`src/rtl/uart_pkg.sv`:
```
// Shared types and constants for the UART transmit-side blocks.
package uart_pkg;

  typedef logic [7:0] byte_t;

  typedef enum logic [1:0] {
    IDLE      = 2'd0,
    LAUNCH    = 2'd1,
    WAIT_DONE = 2'd2
  } feeder_state_e;

  localparam int DEFAULT_FIFO_DEPTH = 16;

endpackage

```
`src/rtl/uart_sync_fifo.sv`:
```
// Single-clock FIFO with registered occupancy, full/empty flags and a sticky
// overflow flag. A write while full is dropped even if a pop happens that cycle.
module uart_sync_fifo
  import uart_pkg::*;
#(
  parameter int DEPTH = DEFAULT_FIFO_DEPTH,
  parameter int WIDTH = 8
) (
  input  logic                     clk,
  input  logic                     rst,
  input  logic                     push_i,
  input  logic [WIDTH-1:0]         wdata_i,
  input  logic                     pop_i,
  output logic [WIDTH-1:0]         rdata_o,
  output logic                     full_o,
  output logic                     empty_o,
  output logic [$clog2(DEPTH):0]   count_o,
  output logic                     overflow_o
);

  localparam int AW = $clog2(DEPTH);
  localparam int CW = AW + 1;

  logic [WIDTH-1:0] mem_q [DEPTH];
  logic [AW-1:0]    wr_ptr_q, wr_ptr_d;
  logic [AW-1:0]    rd_ptr_q, rd_ptr_d;
  logic [CW-1:0]    count_q, count_d;
  logic             full_q, full_d;
  logic             empty_q, empty_d;
  logic             overflow_q, overflow_d;
  logic             accept_s;
  logic             pop_ok_s;

  assign accept_s = push_i && !full_q;
  assign pop_ok_s = pop_i && !empty_q;

  // Pointer, occupancy and flag next-state; pointers wrap since DEPTH is a power of two.
  always_comb begin
    wr_ptr_d   = wr_ptr_q;
    rd_ptr_d   = rd_ptr_q;
    count_d    = count_q;
    overflow_d = overflow_q;
    if (accept_s) begin
      wr_ptr_d = wr_ptr_q + AW'(1);
    end else begin
      wr_ptr_d = wr_ptr_q;
    end
    if (pop_ok_s) begin
      rd_ptr_d = rd_ptr_q + AW'(1);
    end else begin
      rd_ptr_d = rd_ptr_q;
    end
    if (accept_s && !pop_ok_s) begin
      count_d = count_q + CW'(1);
    end else if (!accept_s && pop_ok_s) begin
      count_d = count_q - CW'(1);
    end else begin
      count_d = count_q;
    end
    if (push_i && full_q) begin
      overflow_d = 1'b1;
    end else begin
      overflow_d = overflow_q;
    end
    full_d  = (count_d == CW'(DEPTH));
    empty_d = (count_d == CW'(0));
  end

  // Control state registers.
  always_ff @(posedge clk) begin
    if (rst) begin
      wr_ptr_q   <= AW'(0);
      rd_ptr_q   <= AW'(0);
      count_q    <= CW'(0);
      full_q     <= 1'b0;
      empty_q    <= 1'b1;
      overflow_q <= 1'b0;
    end else begin
      wr_ptr_q   <= wr_ptr_d;
      rd_ptr_q   <= rd_ptr_d;
      count_q    <= count_d;
      full_q     <= full_d;
      empty_q    <= empty_d;
      overflow_q <= overflow_d;
    end
  end

  // Storage array; contents are don't-care until written, so no reset.
  always_ff @(posedge clk) begin
    if (accept_s) begin
      mem_q[wr_ptr_q] <= wdata_i;
    end
  end

  assign rdata_o    = mem_q[rd_ptr_q];
  assign full_o     = full_q;
  assign empty_o    = empty_q;
  assign count_o    = count_q;
  assign overflow_o = overflow_q;

endmodule

```
`src/rtl/uart_tx_feeder.sv`:
```
// FIFO-backed byte feeder for the UART transmitter using the dintx/newd/donetx handshake.
// Optional transmit watchdog: define UART_TX_FEEDER_TIMEOUT_EN to add tx_timeout.
module uart_tx_feeder
  import uart_pkg::*;
#(
  parameter int DEPTH = DEFAULT_FIFO_DEPTH
`ifdef UART_TX_FEEDER_TIMEOUT_EN
  ,
  parameter int TIMEOUT_CYCLES = 2000000
`endif
) (
  input  logic                   clk,
  input  logic                   rst,
  input  logic                   wr_en,
  input  logic [7:0]             wr_data,
  output logic                   full,
  output logic                   empty,
  output logic [$clog2(DEPTH):0] count,
  output logic                   overflow,
  output logic                   busy,
  output logic [7:0]             uart_dintx,
  output logic                   uart_newd,
  input  logic                   uart_donetx
`ifdef UART_TX_FEEDER_TIMEOUT_EN
  ,
  output logic                   tx_timeout
`endif
);

  feeder_state_e state_q, state_d;
  byte_t         dintx_q, dintx_d;
  byte_t         fifo_rdata_s;
  logic          fifo_empty_s;
  logic          pop_s;

`ifdef UART_TX_FEEDER_TIMEOUT_EN
  localparam int TW = (TIMEOUT_CYCLES > 2) ? $clog2(TIMEOUT_CYCLES) : 1;
  logic [TW-1:0] tmo_cnt_q, tmo_cnt_d;
  logic          tx_timeout_q, tx_timeout_d;
`endif

  uart_sync_fifo #(
    .DEPTH (DEPTH),
    .WIDTH (8)
  ) u_fifo (
    .clk        (clk),
    .rst        (rst),
    .push_i     (wr_en),
    .wdata_i    (wr_data),
    .pop_i      (pop_s),
    .rdata_o    (fifo_rdata_s),
    .full_o     (full),
    .empty_o    (fifo_empty_s),
    .count_o    (count),
    .overflow_o (overflow)
  );

  // Launch FSM: pop in IDLE, pulse newd in LAUNCH, hold the byte until donetx.
  always_comb begin
    state_d = state_q;
    dintx_d = dintx_q;
    pop_s   = 1'b0;
`ifdef UART_TX_FEEDER_TIMEOUT_EN
    tmo_cnt_d    = tmo_cnt_q;
    tx_timeout_d = tx_timeout_q;
`endif
    case (state_q)
      IDLE: begin
        if (!fifo_empty_s) begin
          pop_s   = 1'b1;
          dintx_d = fifo_rdata_s;
          state_d = LAUNCH;
        end else begin
          state_d = IDLE;
        end
      end
      LAUNCH: begin
        state_d = WAIT_DONE;
`ifdef UART_TX_FEEDER_TIMEOUT_EN
        tmo_cnt_d = TW'(0);
`endif
      end
      WAIT_DONE: begin
        if (uart_donetx) begin
          state_d = IDLE;
`ifdef UART_TX_FEEDER_TIMEOUT_EN
        end else if (tmo_cnt_q == TW'(TIMEOUT_CYCLES - 1)) begin
          // Abandon the byte; it is not retried.
          state_d      = IDLE;
          tx_timeout_d = 1'b1;
        end else begin
          tmo_cnt_d = tmo_cnt_q + TW'(1);
          state_d   = WAIT_DONE;
`else
        end else begin
          state_d = WAIT_DONE;
`endif
        end
      end
      default: begin
        state_d = IDLE;
      end
    endcase
  end

  // FSM and launched-byte registers.
  always_ff @(posedge clk) begin
    if (rst) begin
      state_q <= IDLE;
      dintx_q <= 8'h00;
`ifdef UART_TX_FEEDER_TIMEOUT_EN
      tmo_cnt_q    <= TW'(0);
      tx_timeout_q <= 1'b0;
`endif
    end else begin
      state_q <= state_d;
      dintx_q <= dintx_d;
`ifdef UART_TX_FEEDER_TIMEOUT_EN
      tmo_cnt_q    <= tmo_cnt_d;
      tx_timeout_q <= tx_timeout_d;
`endif
    end
  end

  // newd decodes straight from the state register, so it is one clean cycle wide.
  assign uart_newd  = (state_q == LAUNCH);
  assign busy       = (state_q != IDLE);
  assign uart_dintx = dintx_q;
  assign empty      = fifo_empty_s;
`ifdef UART_TX_FEEDER_TIMEOUT_EN
  assign tx_timeout = tx_timeout_q;
`endif

endmodule

```
`config.mk`:
```
export PLATFORM = sky130hd
export DESIGN_NAME = uart_tx_feeder
export DESIGN_NICKNAME = d
export VERILOG_FILES = /design/src/rtl/uart_pkg.sv /design/src/rtl/uart_sync_fifo.sv /design/src/rtl/uart_tx_feeder.sv
export SDC_FILE = /design/constraint.sdc
export NUM_CORES = 1
export LEC_CHECK = 0
export BUFFER_PORTS_ARGS = -buffer_cell sky130_fd_sc_hd__buf_4
export CAP_MARGIN = 20
export CORE_ASPECT_RATIO = 1.2
export CORE_MARGIN = 10
export CORE_UTILIZATION = 60
export DETAILED_ROUTE_END_ITERATION = 12
export HOLD_SLACK_MARGIN = 0.03
export PLACE_DENSITY = 0.78
export SYNTH_ARGS = -nofsm -noshare
export SYNTH_HDL_FRONTEND = slang
export SYNTH_SLANG_ARGS = --single-unit
```
`constraint.sdc`:
```
create_clock -name clk -period 2.8 [get_ports clk]
set_clock_uncertainty 0.1 [all_clocks]
set_input_delay 0.28 -clock clk [delete_from_list [all_inputs] [get_ports clk]]
set_output_delay 0.28 -clock clk [all_outputs]
set_load 0.05 [all_outputs]
```
## Yosys cells after proc, flatten, opt, wreduce, memory -nomap -nowiden

Memory sizes are Yosys's and may differ from the RTL's. A register that Yosys moved wholly into a read port is not among the register bits.
Index checks and enable logic that the tools add are counted.

| cells by class | value |
|---|---|
| multipliers | 0 |
| bitwise operators | 1 |
| div/mod/pow operators | 0 |
| add/sub/neg operators | 4 |
| multiplexer cells | 9 |
| reductions and logical operators | 13 |
| equality and inequality tests | 3 |
| shifts and indexed selects | 0 |
| magnitude comparators | 0 |

Operators with widths:

| kind | count |
|---|---|
| $mux W5 | 2 |
| $add A4 B1 Y4 const B | 2 |
| $pmux W2 S3 | 1 |
| $add A5 B1 Y5 const B | 1 |
| $eq A5 B5 Y1 const B | 1 |
| $logic_and A1 B1 Y1 | 5 |
| $logic_not A5 Y1 | 1 |
| $mux W1 | 5 |
| $sub A5 B1 Y5 const B | 1 |
| $logic_not A1 Y1 | 4 |
| $eq A2 B1 Y1 const B | 1 |
| $eq A2 B2 Y1 const B | 1 |
| $logic_not A2 Y1 | 1 |
| $mux W2 | 1 |
| $reduce_and A2 Y1 | 1 |
| $reduce_bool A2 Y1 | 1 |
| $not A1 Y1 | 1 |

| word-level totals | value |
|---|---|
| latch bits | 0 |
| register bits after elaboration | 18 |
| memories kept | 1 |
| bits in writable memories | 128 |
| ROM bits | 0 |
| output and inout port bits | 18 |
| word-level logic and storage cells | 38 |
| input port bits | 12 |

Memories:

| name | words | bits a word | rd ports | clocked after Yosys merged registers in | wr ports | RTL line | source |
|---|---|---|---|---|---|---|---|
| u_fifo.mem_q | 16 | 8 | 1 | 1 | 1 | uart_sync_fifo.sv:24 | `logic [WIDTH-1:0] mem_q [DEPTH];` |

## Logic depth before layout (Yosys ltp)

Gate-level depths: netlist (run 1).

| logic depth | value |
|---|---|
| word-level depth | 7 |
| mapped depth | 7 |
| depth with buffers taken out | 7 |

## Hierarchy

A second synthesis (run 1) with hierarchy kept.

| second synthesis, totals | value |
|---|---|
| cell total of the unflattened synthesis | 344 |
| area total of the unflattened synthesis | 6,348.6 µm² |

By module, submodules not included:

| module | cells an instance | area each (µm²) | seq. area each (µm²) | times used |
|---|---|---|---|---|
| uart_sync_fifo | 300 | 5,906.9 | 4,244.1 | 1 |
| uart_tx_feeder | 44 | 441.7 | 200.2 | 1 |

## Worst setup path before layout (run 1)

Ideal clock, no wire load.

| timing | value |
|---|---|
| kind | register to register |
| from | register u_fifo.count_q[0], in the netlist u_fifo.count_o[0] |
| to | register u_fifo.empty_q, in the netlist u_fifo.empty_o |
| buffers on the path | 0 |
| required time | 2.584 ns |
| period minus slack after synthesis | 2.332 ns |
| library setup time | 0.116 ns |
| stages on the path, launching flop included | 8 |
| data arrival time | 2.116 ns |
| slack | 0.468 ns |
| cell sequence | dfxtp_1 inv_1 ha_1 or4b_1 or3_1 o211a_1 or2_0 a41o_1 |

| between the ends | value |
|---|---|
| longest elaborated chain between the ends | 4 |
| elaborated cells on any way between the ends | 5 |
| those cells by class | add/sub (2); mux (2); reduce/logical (1) |

RTL lines:

| element | RTL line | source |
|---|---|---|
| from (decl) | uart_sync_fifo.sv:27 | `logic [CW-1:0] count_q, count_d;` |
| from (signal assigned) | uart_sync_fifo.sv:81 | `count_q <= count_d;` |
| $sub A5 B1 Y5 | uart_sync_fifo.sv:56 | `count_d = count_q - CW'(1);` |
| $mux W5 | uart_sync_fifo.sv:55 | `end else if (!accept_s && pop_ok_s) begin` |
| $mux W5 * | uart_sync_fifo.sv:53 | `if (accept_s && !pop_ok_s) begin` |
| $logic_not A5 Y1 * | uart_sync_fifo.sv:66 | `empty_d = (count_d == CW'(0));` |
| to (signal assigned) | uart_sync_fifo.sv:83 | `empty_q <= empty_d;` |
| to (decl) | uart_sync_fifo.sv:29 | `logic empty_q, empty_d;` |

Mark *: on every way between the ends. The rest lies on a longest branch, timed or not.
A chain may end at the register's enable or synchronous reset.

==> results.toml, run 1 <==
[run_status]
status = "finished, final reports clean"

[setup_path]
worstSetupStartpointType = "flop"
rr_startpoint = "u_fifo.rd_ptr_q[0]"
critPathMaxFanout = 29
cpPeakStageDelay_ns = 0.55
criticalPathCategory = "reg -> reg"
cp_common_cell = "a21oi_1"
crit_path_top_delay_cell = "mux4_2"
cp-startpoint = "u_fifo.rd_ptr_q[0]"
required_ns = 3.00
arrival_ns = 2.46
crit_chain = "buf_12, mux4_2, a22oi_1, a21oi_1, a21oi_1, nor2_1"
end_kind = "flop"

[floorplanning]
rows = 39
die_area_um2 = 14430
ios = 30
die_h_um = 129.6
core-area_um2 = 9662
initial_core_util_pct = 62.19
die_w_um = 111.4

[global_routing]
gr-total-overflow = 0
grt_max_degree = 36
gr-usage-all-layers_pct = 17.14
grt_pass1_vias = 3483
antenna_found_initial = 0
grt_pass1_wl_mm = 19.01

[layout]
antenna_cells = 0
n_fill_cell = 593
multiInputGateArea_um2 = 1548
synthToLayoutAreaGrowth_pct = 17.18
finalNetCount = 419
regArea_um2 = 4365
final_cell_mix = "edfxtp_1, buf_4, nor2_1"
final_common_cell = "edfxtp_1"
drive_above_1_share_pct = 27.36

[detailed_routing]
first_iter_violations = 236
ant_nets = 0
drc = 0
via_per_inst = 6.138
routedWlPerCell_um = 22.19
vias = 3290
wirelength_mm = 11.90
first_pass_iters = 4

[clocking]
path_clk_slew_ns = 0.06
h-tree-depth = 4
cts.repair.resized = 0
cts_tree = "done"
numCtsBuffers = 17
cts_max_path_buffers = 2
clk_latency_ns = 0.42
cts.sinks = 154
clockRootBuffer = "clkbuf_16"

[power]
ir_drop_mv = 0.4522
power.density_nw_per_um2 = 917.4
total_leakage_power_nw = 2.399

[yosys]
synth_top_area_cell = "edfxtp_1"
synth_ff_type = "edfxtp_1"
avgSynthCellArea_um2 = 17.17
synth_top_cell_area_share_pct = 63.97
syn-cell-area_um2 = 6008
ys_ff_latch = 154
syn_inst = 350
ys_types = 38
async_reset_ff_share_pct = 0
synth_edf_count = 128
syn_nets = 369
yosys_warnings = 0
seq_area_frac_synth_pct = 72.64
synthTopCellsByArea = "edfxtp_1, mux4_2, dfxtp_1"

[timing]
fin_crit_sh_pct = 80.48
setup_violations = 0
relSlewSlack_pct = 51.25
min_period_ns = 2.253
finalMaxSlewViolations = 0
fin_ws_ns = 0.5467
hold_viol = 0
rsz0062_at_grt = "no"
max_freq_mhz = 443.8
fin_setup_tns_ns = 0
tightest_slew_ns = 0.7298

[placed_design]
routabilityCongestion = 0.8139
dp_hpwl_mm = 7.891
post-place-ws_ns = 0.5596
portBuffers = 29

[min_path]
worstHoldStart = "wr_data[4]"
min_path_type = "in -> reg"

[flow_run]
drv_cap = 0
## synthesized netlist by cell type (2+ instances only)
cell and number:
nor3_2 2, nor2b_1 4, nand2_1 16, clkbuf_1 13, edfxtp_1 128, nor3_1 4, xor2_1 5, buf_2 4
inv_1 5, nand3_1 4, a22oi_1 16, mux4_2 32, ha_1 7, a21oi_1 21, or3_1 2, nand4_1 2
dfxtp_1 26, nand2b_1 3, xnor2_1 3, nor2_1 35
## per-stage QoR
| step | util, % | hold slack, ns | cells | area (um2) | power (mW) |
|---|---|---|---|---|---|
| 2_1_floorplan | - | 0.2789 | 350 | 6008 | 3.920 |
| 3_3_place_gp | 66.93 | 0.3526 | 503 | 6466 | 4.332 |
| 3_5_place_dp | 66.93 | 0.3718 | 503 | 6466 | 4.376 |
| 4_1_cts | 72.87 | 0.05949 | 536 | 7041 | 6.498 |
| 5_1_grt | 72.87 | 0.07481 | 536 | 7041 | 6.717 |
| 6_report | 72.87 | 0.07162 | 536 | 7041 | 6.459 |
## state kept, by name (all words and copies together) (netlist names)
| signal | cells |
|---|---|
| u_fifo.mem_q | 128 |
| uart_dintx | 8 |
| u_fifo.count_o | 5 |
| u_fifo.rd_ptr_q | 4 |
| u_fifo.wr_ptr_q | 4 |
| state_q | 2 |
| u_fifo.empty_o | 1 |
| u_fifo.full_o | 1 |
| u_fifo.overflow_o | 1 |
## critical path: cells and delay by family, from the launching register on
family,cells,cell delay [ns]
AO/OA/AOI/OAI,3,0.63
multiplexers,1,0.55
flip-flops,1,0.50
buffers and inverters,1,0.29
AND/OR/NAND/NOR,1,0.06
## kinds of logic (layout without fill, tap and decap cells)
logic type | Yosys count | after routing | synth area share [%]
buffers and inverters | 24 | 87 | 1.603
flip-flops | 154 | 154 | 72.64
multiplexers | 32 | 32 | 11.99
XOR/XNOR | 8 | 8 | 1.166
AND/OR/NAND/NOR | 79 | 79 | 6.206
adder cells (fa/ha/maj) | 7 | 7 | 1.458
AO/OA/AOI/OAI | 46 | 46 | 4.936
## where the power goes
group	switching [mW]	internal [mW]	total [mW]
sequential	0.123	2.62	2.74
clock	0.828	1.30	2.13
combinational	0.932	0.651	1.58
total	1.88	4.58	6.46
## metal layers
metal	global-route usage [%]	share of wire, %	vias up
li1	-	-	1471
met1	19.99	39	1658
met2	29.20	53	134
met3	4.201	6.8	27
met4	8.706	2.1	0
met5	0	0	-
## repair_timing
action,CTS,global route
setup buffers,0,0
hold endpoints to repair,1,0
hold buffers,1,0
endpoints found under the setup margin,0,0
## layout make-up
class	count	area share [%]
flip-flops and latches	154	62.00
multi-input cells	172	21.98
clock buffers	26	7.553
repair buffers	50	5.545
well taps	123	2.186
clock inverters	6	0.4621
inverters	5	0.2666
## worst paths after layout
path	end	cells after the start	slack [ns]
setup / recovery	uart_dintx[1]	6	0.55
hold / removal	u_fifo.mem_q[14][4]	1	0.07
setup reg to reg	uart_dintx[1]	6	0.55
hold reg to reg	u_fifo.overflow_o	2	0.38
Power figures use the tool's default switching activity.
==> inputs of run 2 (changes only) <==
--- a/config.mk
+++ b/config.mk
@@ -5,14 +5,15 @@
 export SDC_FILE = /design/constraint.sdc
 export NUM_CORES = 1
 export LEC_CHECK = 0
+export ABC_AREA = 1
 export BUFFER_PORTS_ARGS = -buffer_cell sky130_fd_sc_hd__buf_4
 export CAP_MARGIN = 20
 export CORE_ASPECT_RATIO = 1.2
 export CORE_MARGIN = 10
-export CORE_UTILIZATION = 60
+export CORE_UTILIZATION = 61
 export DETAILED_ROUTE_END_ITERATION = 12
 export HOLD_SLACK_MARGIN = 0.03
-export PLACE_DENSITY = 0.78
+export PLACE_DENSITY = 0.79
 export SYNTH_ARGS = -nofsm -noshare
 export SYNTH_HDL_FRONTEND = slang
 export SYNTH_SLANG_ARGS = --single-unit
==> constraint.sdc (replaced) <==
create_clock -name clk -period 2.1 [get_ports clk]
set_clock_uncertainty 0.1 [all_clocks]
set_input_delay 0.21 -clock clk [delete_from_list [all_inputs] [get_ports clk]]
set_output_delay 0.21 -clock clk [all_outputs]
set_load 0.05 [all_outputs]
==> results.toml, run 2 <==
[floorplanning]
initial_core_util_pct = 61.94
die_area_um2 = 15100
ios = 30
die_h_um = 132.6
rows = 41
die_w_um = 113.9
core-area_um2 = 10410

[setup_path]
required_ns = 2.32
reg2reg_slack_ns = 0.25
r2r_cells = 10
worstSetupStartpointType = "flop"
cp-startpoint = "u_fifo.rd_ptr_q[0]"
end_kind = "flop"
critPathMaxFanout = 40
setup.worst_path.end = "uart_dintx[4]"
rr_startpoint = "u_fifo.rd_ptr_q[0]"
criticalPathCategory = "reg -> reg"
arrival_ns = 2.06
timing.rr.end = "uart_dintx[4]"

[yosys]
synth_edf_count = 128
ys_ff_latch = 154
synth_top_area_cell = "edfxtp_1"
yosys_warnings = 0
seq_area_frac_synth_pct = 67.66
ys_types = 31
yosys-top-cells-count = "nor2_1, edfxtp_1, nand3_1"
syn_inst = 605
async_reset_ff_share_pct = 0
synth_ff_type = "edfxtp_1"
syn-cell-area_um2 = 6450
synth_most_common_cell = "nor2_1"
syn_nets = 624
synthTopCellsByArea = "edfxtp_1, nor2_1, dfxtp_1"
synth_top_cell_area_share_pct = 59.59
avgSynthCellArea_um2 = 10.66

[clocking]
cts_tree = "done"
h-tree-depth = 4
cts_max_path_buffers = 2
path_clk_slew_ns = 0.06
cts_setup_buffers = 0
clockRootBuffer = "clkbuf_16"
cts.sinks = 154
numCtsBuffers = 17
clk_latency_ns = 0.43

[layout]
largest_reg_flops = 128
stdcell_count = 794
finalNetCount = 671
synthToLayoutAreaGrowth_pct = 16.99
antenna_cells = 0
regMostFlops = "u_fifo.mem_q"
drive_above_1_share_pct = 14.29
final_cell_mix = "nor2_1, edfxtp_1, nand3_1"
final_common_cell = "nor2_1"

[power]
combPwrFrac_pct = 32.4
total_leakage_power_nw = 2.840
finalPower_mw = 10.25
power.density_nw_per_um2 = 1358
ir_drop_mv = 0.9194
intPower_mw = 6.564
swShare_pct = 35.96
p_switching_mw = 3.685
pwr-share-seq_pct = 36.8
power_frac_clock_pct = 30.8

[placed_design]
routabilityCongestion = 0.8794
dp_hpwl_mm = 10.06
place_inst = 757
portBuffers = 29

[detailed_routing]
via_per_inst = 5.951
wirelength_mm = 16.25
first_iter_violations = 522
first_pass_iters = 7
drc = 0
routedWlPerCell_um = 20.46
ant_nets = 0
vias = 4725

[timing]
max_freq_mhz = 541.6
fin_setup_tns_ns = 0
rsz0062_at_grt = "no"
hold_viol = 0
fin_crit_sh_pct = 87.92
relSlewSlack_pct = 71.69
min_period_ns = 1.846
setup_violations = 0
tightest_slew_ns = 0.4241
finalMaxSlewViolations = 0

[global_routing]
gr-usage-all-layers_pct = 21.69
gr-total-overflow = 0
grt_pass1_wl_mm = 25.27
grt_max_degree = 43
antenna_found_initial = 0
grt_pass1_vias = 4788

[min_path]
min_path_type = "in -> reg"

[flow_run]
drv_cap = 0

[run_status]
status = "finished, final reports clean"
run 2: changes by cell type after synthesis, sizes merged, moves of 16 or more:
cell,delta
buf,+19
nand3,+64
mux4,-32
nor2,+123
o21ai,+60
a22oi,-16
inv,+32
nand2,+41
run 2: cell families (layout without fill, tap and decap cells):
logic type | count (synthesis) | after routing | share of synthesized area (%)
XOR/XNOR | 1 | 1 | 0.1358
buffers and inverters | 68 | 128 | 4.772
adder cells (fa/ha/maj) | 7 | 7 | 1.358
flip-flops | 154 | 154 | 67.66
AND/OR/NAND/NOR | 292 | 292 | 19.30
AO/OA/AOI/OAI | 83 | 83 | 6.770
run 2: through the flow:
step / hold slack (ns) / setup WS [ns] / cell area, um2 / util [%]
5_1_grt: 0.04622 / 0.1457 / 7546 / 72.46
3_3_place_gp: 0.3549 / 0.3804 / 6885 / 66.12
4_1_cts: 0.03934 / 0.2526 / 7546 / 72.46
2_1_floorplan: 0.2089 / 0.2902 / 6450 / -
3_5_place_dp: 0.3595 / 0.3096 / 6885 / 66.12
6_report: 0.04201 / 0.2537 / 7546 / 72.46
run 2: how the worst min path moves through the flow:
| stage | to | start | cells past startpoint | slack [ns] |
|---|---|---|---|---|
| CTS | u_fifo.mem_q[11][7] | wr_data[7] | 1 | 0.04 |
| finish | u_fifo.mem_q[11][7] | wr_data[7] | 1 | 0.04 |
| global placement | u_fifo.overflow_o | u_fifo.overflow_o | 2 | 0.35 |
| global route | u_fifo.mem_q[8][7] | wr_data[7] | 1 | 0.05 |
| detailed placement | u_fifo.overflow_o | u_fifo.overflow_o | 2 | 0.36 |
| floorplan | u_fifo.mem_q[0][0] | wr_data[0] | 0 | 0.21 |
run 2: area by class of cell:
type / count / area, um2
repair buffers: 58 / 485.5
well taps: 129 / 161.4
multi-input cells: 383 / 1778
fillers: 702 / 2868
flip-flops and latches: 154 / 4365
inverters: 38 / 145.1
clock inverters: 11 / 170.2
clock buffers: 21 / 440.4
run 2: power groups by stage:
stage	Clock [mW]	Sequential [mW]	Combinational, mW
after floorplan	0	4.16	1.95
after global placement	0	3.81	3.13
after detailed placement	0	3.82	3.23
after CTS	3.17	3.77	3.29
after global routing	3.30	3.79	3.60
final	3.16	3.77	3.32
run 2: routing by layer:
metal  up-vias  share of wire, %  track usage (%)
met5         -                 0                0
met4         0               3.0            9.414
met3        41               7.5            4.613
met2       267                54            38.18
met1      2249                36            24.54
li1       2168                 -                -
run 2: repair_timing:
item                                   in CTS  in global routing
endpoints found under the hold margin      12                  0
resized for setup                           0                  0
hold buffers                                5                  0
run 2: critical path, cell delays in order, from the launching register on:
cell and delay (ns):
dfxtp_2 0.54, inv_2 0.10, buf_12 0.19, nor2_1 0.13, nor2_1 0.05, o21ai_0 0.12
nand3_1 0.16, nand3_1 0.13, nand3_1 0.08, nand2_1 0.08, inv_1 0.05
==> inputs of run 3 (changes only) <==
--- a/config.mk
+++ b/config.mk
@@ -10,10 +10,10 @@
 export CAP_MARGIN = 20
 export CORE_ASPECT_RATIO = 1.2
 export CORE_MARGIN = 10
-export CORE_UTILIZATION = 61
+export CORE_UTILIZATION = 30
 export DETAILED_ROUTE_END_ITERATION = 12
-export HOLD_SLACK_MARGIN = 0.03
-export PLACE_DENSITY = 0.79
+export HOLD_SLACK_MARGIN = 0.15
+export RECOVER_POWER = 25
 export SYNTH_ARGS = -nofsm -noshare
 export SYNTH_HDL_FRONTEND = slang
 export SYNTH_SLANG_ARGS = --single-unit
==> results.toml, run 3 (synthesis results as in run 2) <==
[timing]
fin_setup_tns_ns = 0
holdWs_ns = 0.4391
setup_violations = 0
rsz0062_at_grt = "no"
tightest_slew_ns = 0.8498
min_period_ns = 1.781
fin_crit_sh_pct = 84.83
max_freq_mhz = 561.3
hold_viol = 0
relSlewSlack_pct = 43.34
finalMaxSlewViolations = 0

[global_routing]
gr-total-overflow = 0
gr-usage-all-layers_pct = 11.03
grt_pass1_vias = 4562
antenna_found_initial = 0
grt_pass1_wl_mm = 24.45
grt_max_degree = 62

[floorplanning]
die_w_um = 153.9
die_area_um2 = 27790
initial_core_util_pct = 30.65
die_h_um = 180.6
core-area_um2 = 21050
ios = 30
rows = 58

[layout]
stdcell_count = 949
antenna_cells = 0
finalNetCount = 685
largest_reg_flops = 128
drive_above_1_share_pct = 14.73
final_core_util_pct = 37.12
synthToLayoutAreaGrowth_pct = 21.13
final_cell_mix = "nor2_1, edfxtp_1, nand3_1"
regMostFlops = "u_fifo.mem_q"
final_common_cell = "nor2_1"

[setup_path]
arrival_ns = 1.82
required_ns = 2.14
critPathMaxFanout = 11
reg2reg_slack_ns = 0.35
worstSetupStartpointType = "input port"
end_kind = "flop"
criticalPathCategory = "in -> reg"

[power]
total_leakage_power_nw = 2.885
power.density_nw_per_um2 = 1296
ir_drop_mv = 1.132

[detailed_routing]
wirelength_mm = 15.10
drt-met1-wl_mm = 6.466
vias = 4476
first_pass_iters = 4
routedWlPerCell_um = 15.91
via_per_inst = 4.717
wl_met3_um = 684
drc = 0
highest-signal-layer = "met4"
ant_nets = 0
first_iter_violations = 396
met2_length_mm = 7.765

[clocking]
cts_tree = "done"
h-tree-depth = 4
path_clk_slew_ns = 0.06
cts_setup_buffers = 0
postCtsHoldBufs = 12
numCtsBuffers = 17
clk_latency_ns = 0.42
cts.repair.resized = 0
cts_max_path_buffers = 2
cts.sinks = 154
clockRootBuffer = "clkbuf_16"

[placed_design]
dp_hpwl_mm = 9.904
place_inst = 905
routabilityCongestion = 0.7982
portBuffers = 29

[flow_run]
drv_cap = 0

[min_path]
min_path_type = "reg -> reg"

[run_status]
status = "finished, final reports clean"
run 3: cell count changes in the layout (fill, tap and decap cells not counted), sizes merged:
cell         change
clkinv           -1
clkinvlp         -1
dlygate4sd3      +7
clkbuf           +3
inv              +7
bufinv           -1
run 3: layout make-up:
| type | count | area [um2] |
|---|---|---|
| inverters | 38 | 145.1 |
| well taps | 270 | 337.8 |
| clock inverters | 15 | 203.9 |
| clock buffers | 17 | 425.4 |
| flip-flops and latches | 154 | 4365 |
| fillers | 2083 | 13230 |
| repair buffers | 72 | 556.8 |
| multi-input cells | 383 | 1778 |
run 3: critical path, stage by stage:
cell	delay [ns]
dlygate4sd3_1	0.53
buf_4	0.12
nand2_4	0.08
inv_2	0.20
nand2_1	0.16
nor2_1	0.31
buf_4	0.21
run 3: metrics by stage:
stage / worst slack, ns / instance area [um2] / power (mW)
6_report: 0.3185 / 7812 / 10.13
5_1_grt: 0.2597 / 7812 / 10.73
4_1_cts: 0.3425 / 7839 / 10.22
3_5_place_dp: 0.3764 / 7089 / 6.981
3_3_place_gp: 0.3897 / 7089 / 6.965
2_1_floorplan: 0.2902 / 6450 / 6.112
run 3: final timing paths:
check / from / endpoint / cells after the start
setup / recovery: wr_en / u_fifo.mem_q[8][5] / 7
hold reg to reg: u_fifo.wr_ptr_q[2] / u_fifo.wr_ptr_q[2] / 2
setup reg to reg: u_fifo.full_o / u_fifo.mem_q[8][5] / 6
hold / removal: u_fifo.wr_ptr_q[2] / u_fifo.wr_ptr_q[2] / 2
run 3: power breakdown:
part	total (mW)	internal [mW]	switching (mW)
clock	3.23	1.92	1.32
sequential	3.72	3.54	0.177
combinational	3.17	1.01	2.16
run 3: metal layers:
metal,global-route usage (%),vias up
met3,2.507,12
met2,19.55,95
met4,3.557,0
li1,-,2209
met5,0,-
met1,12.79,2160
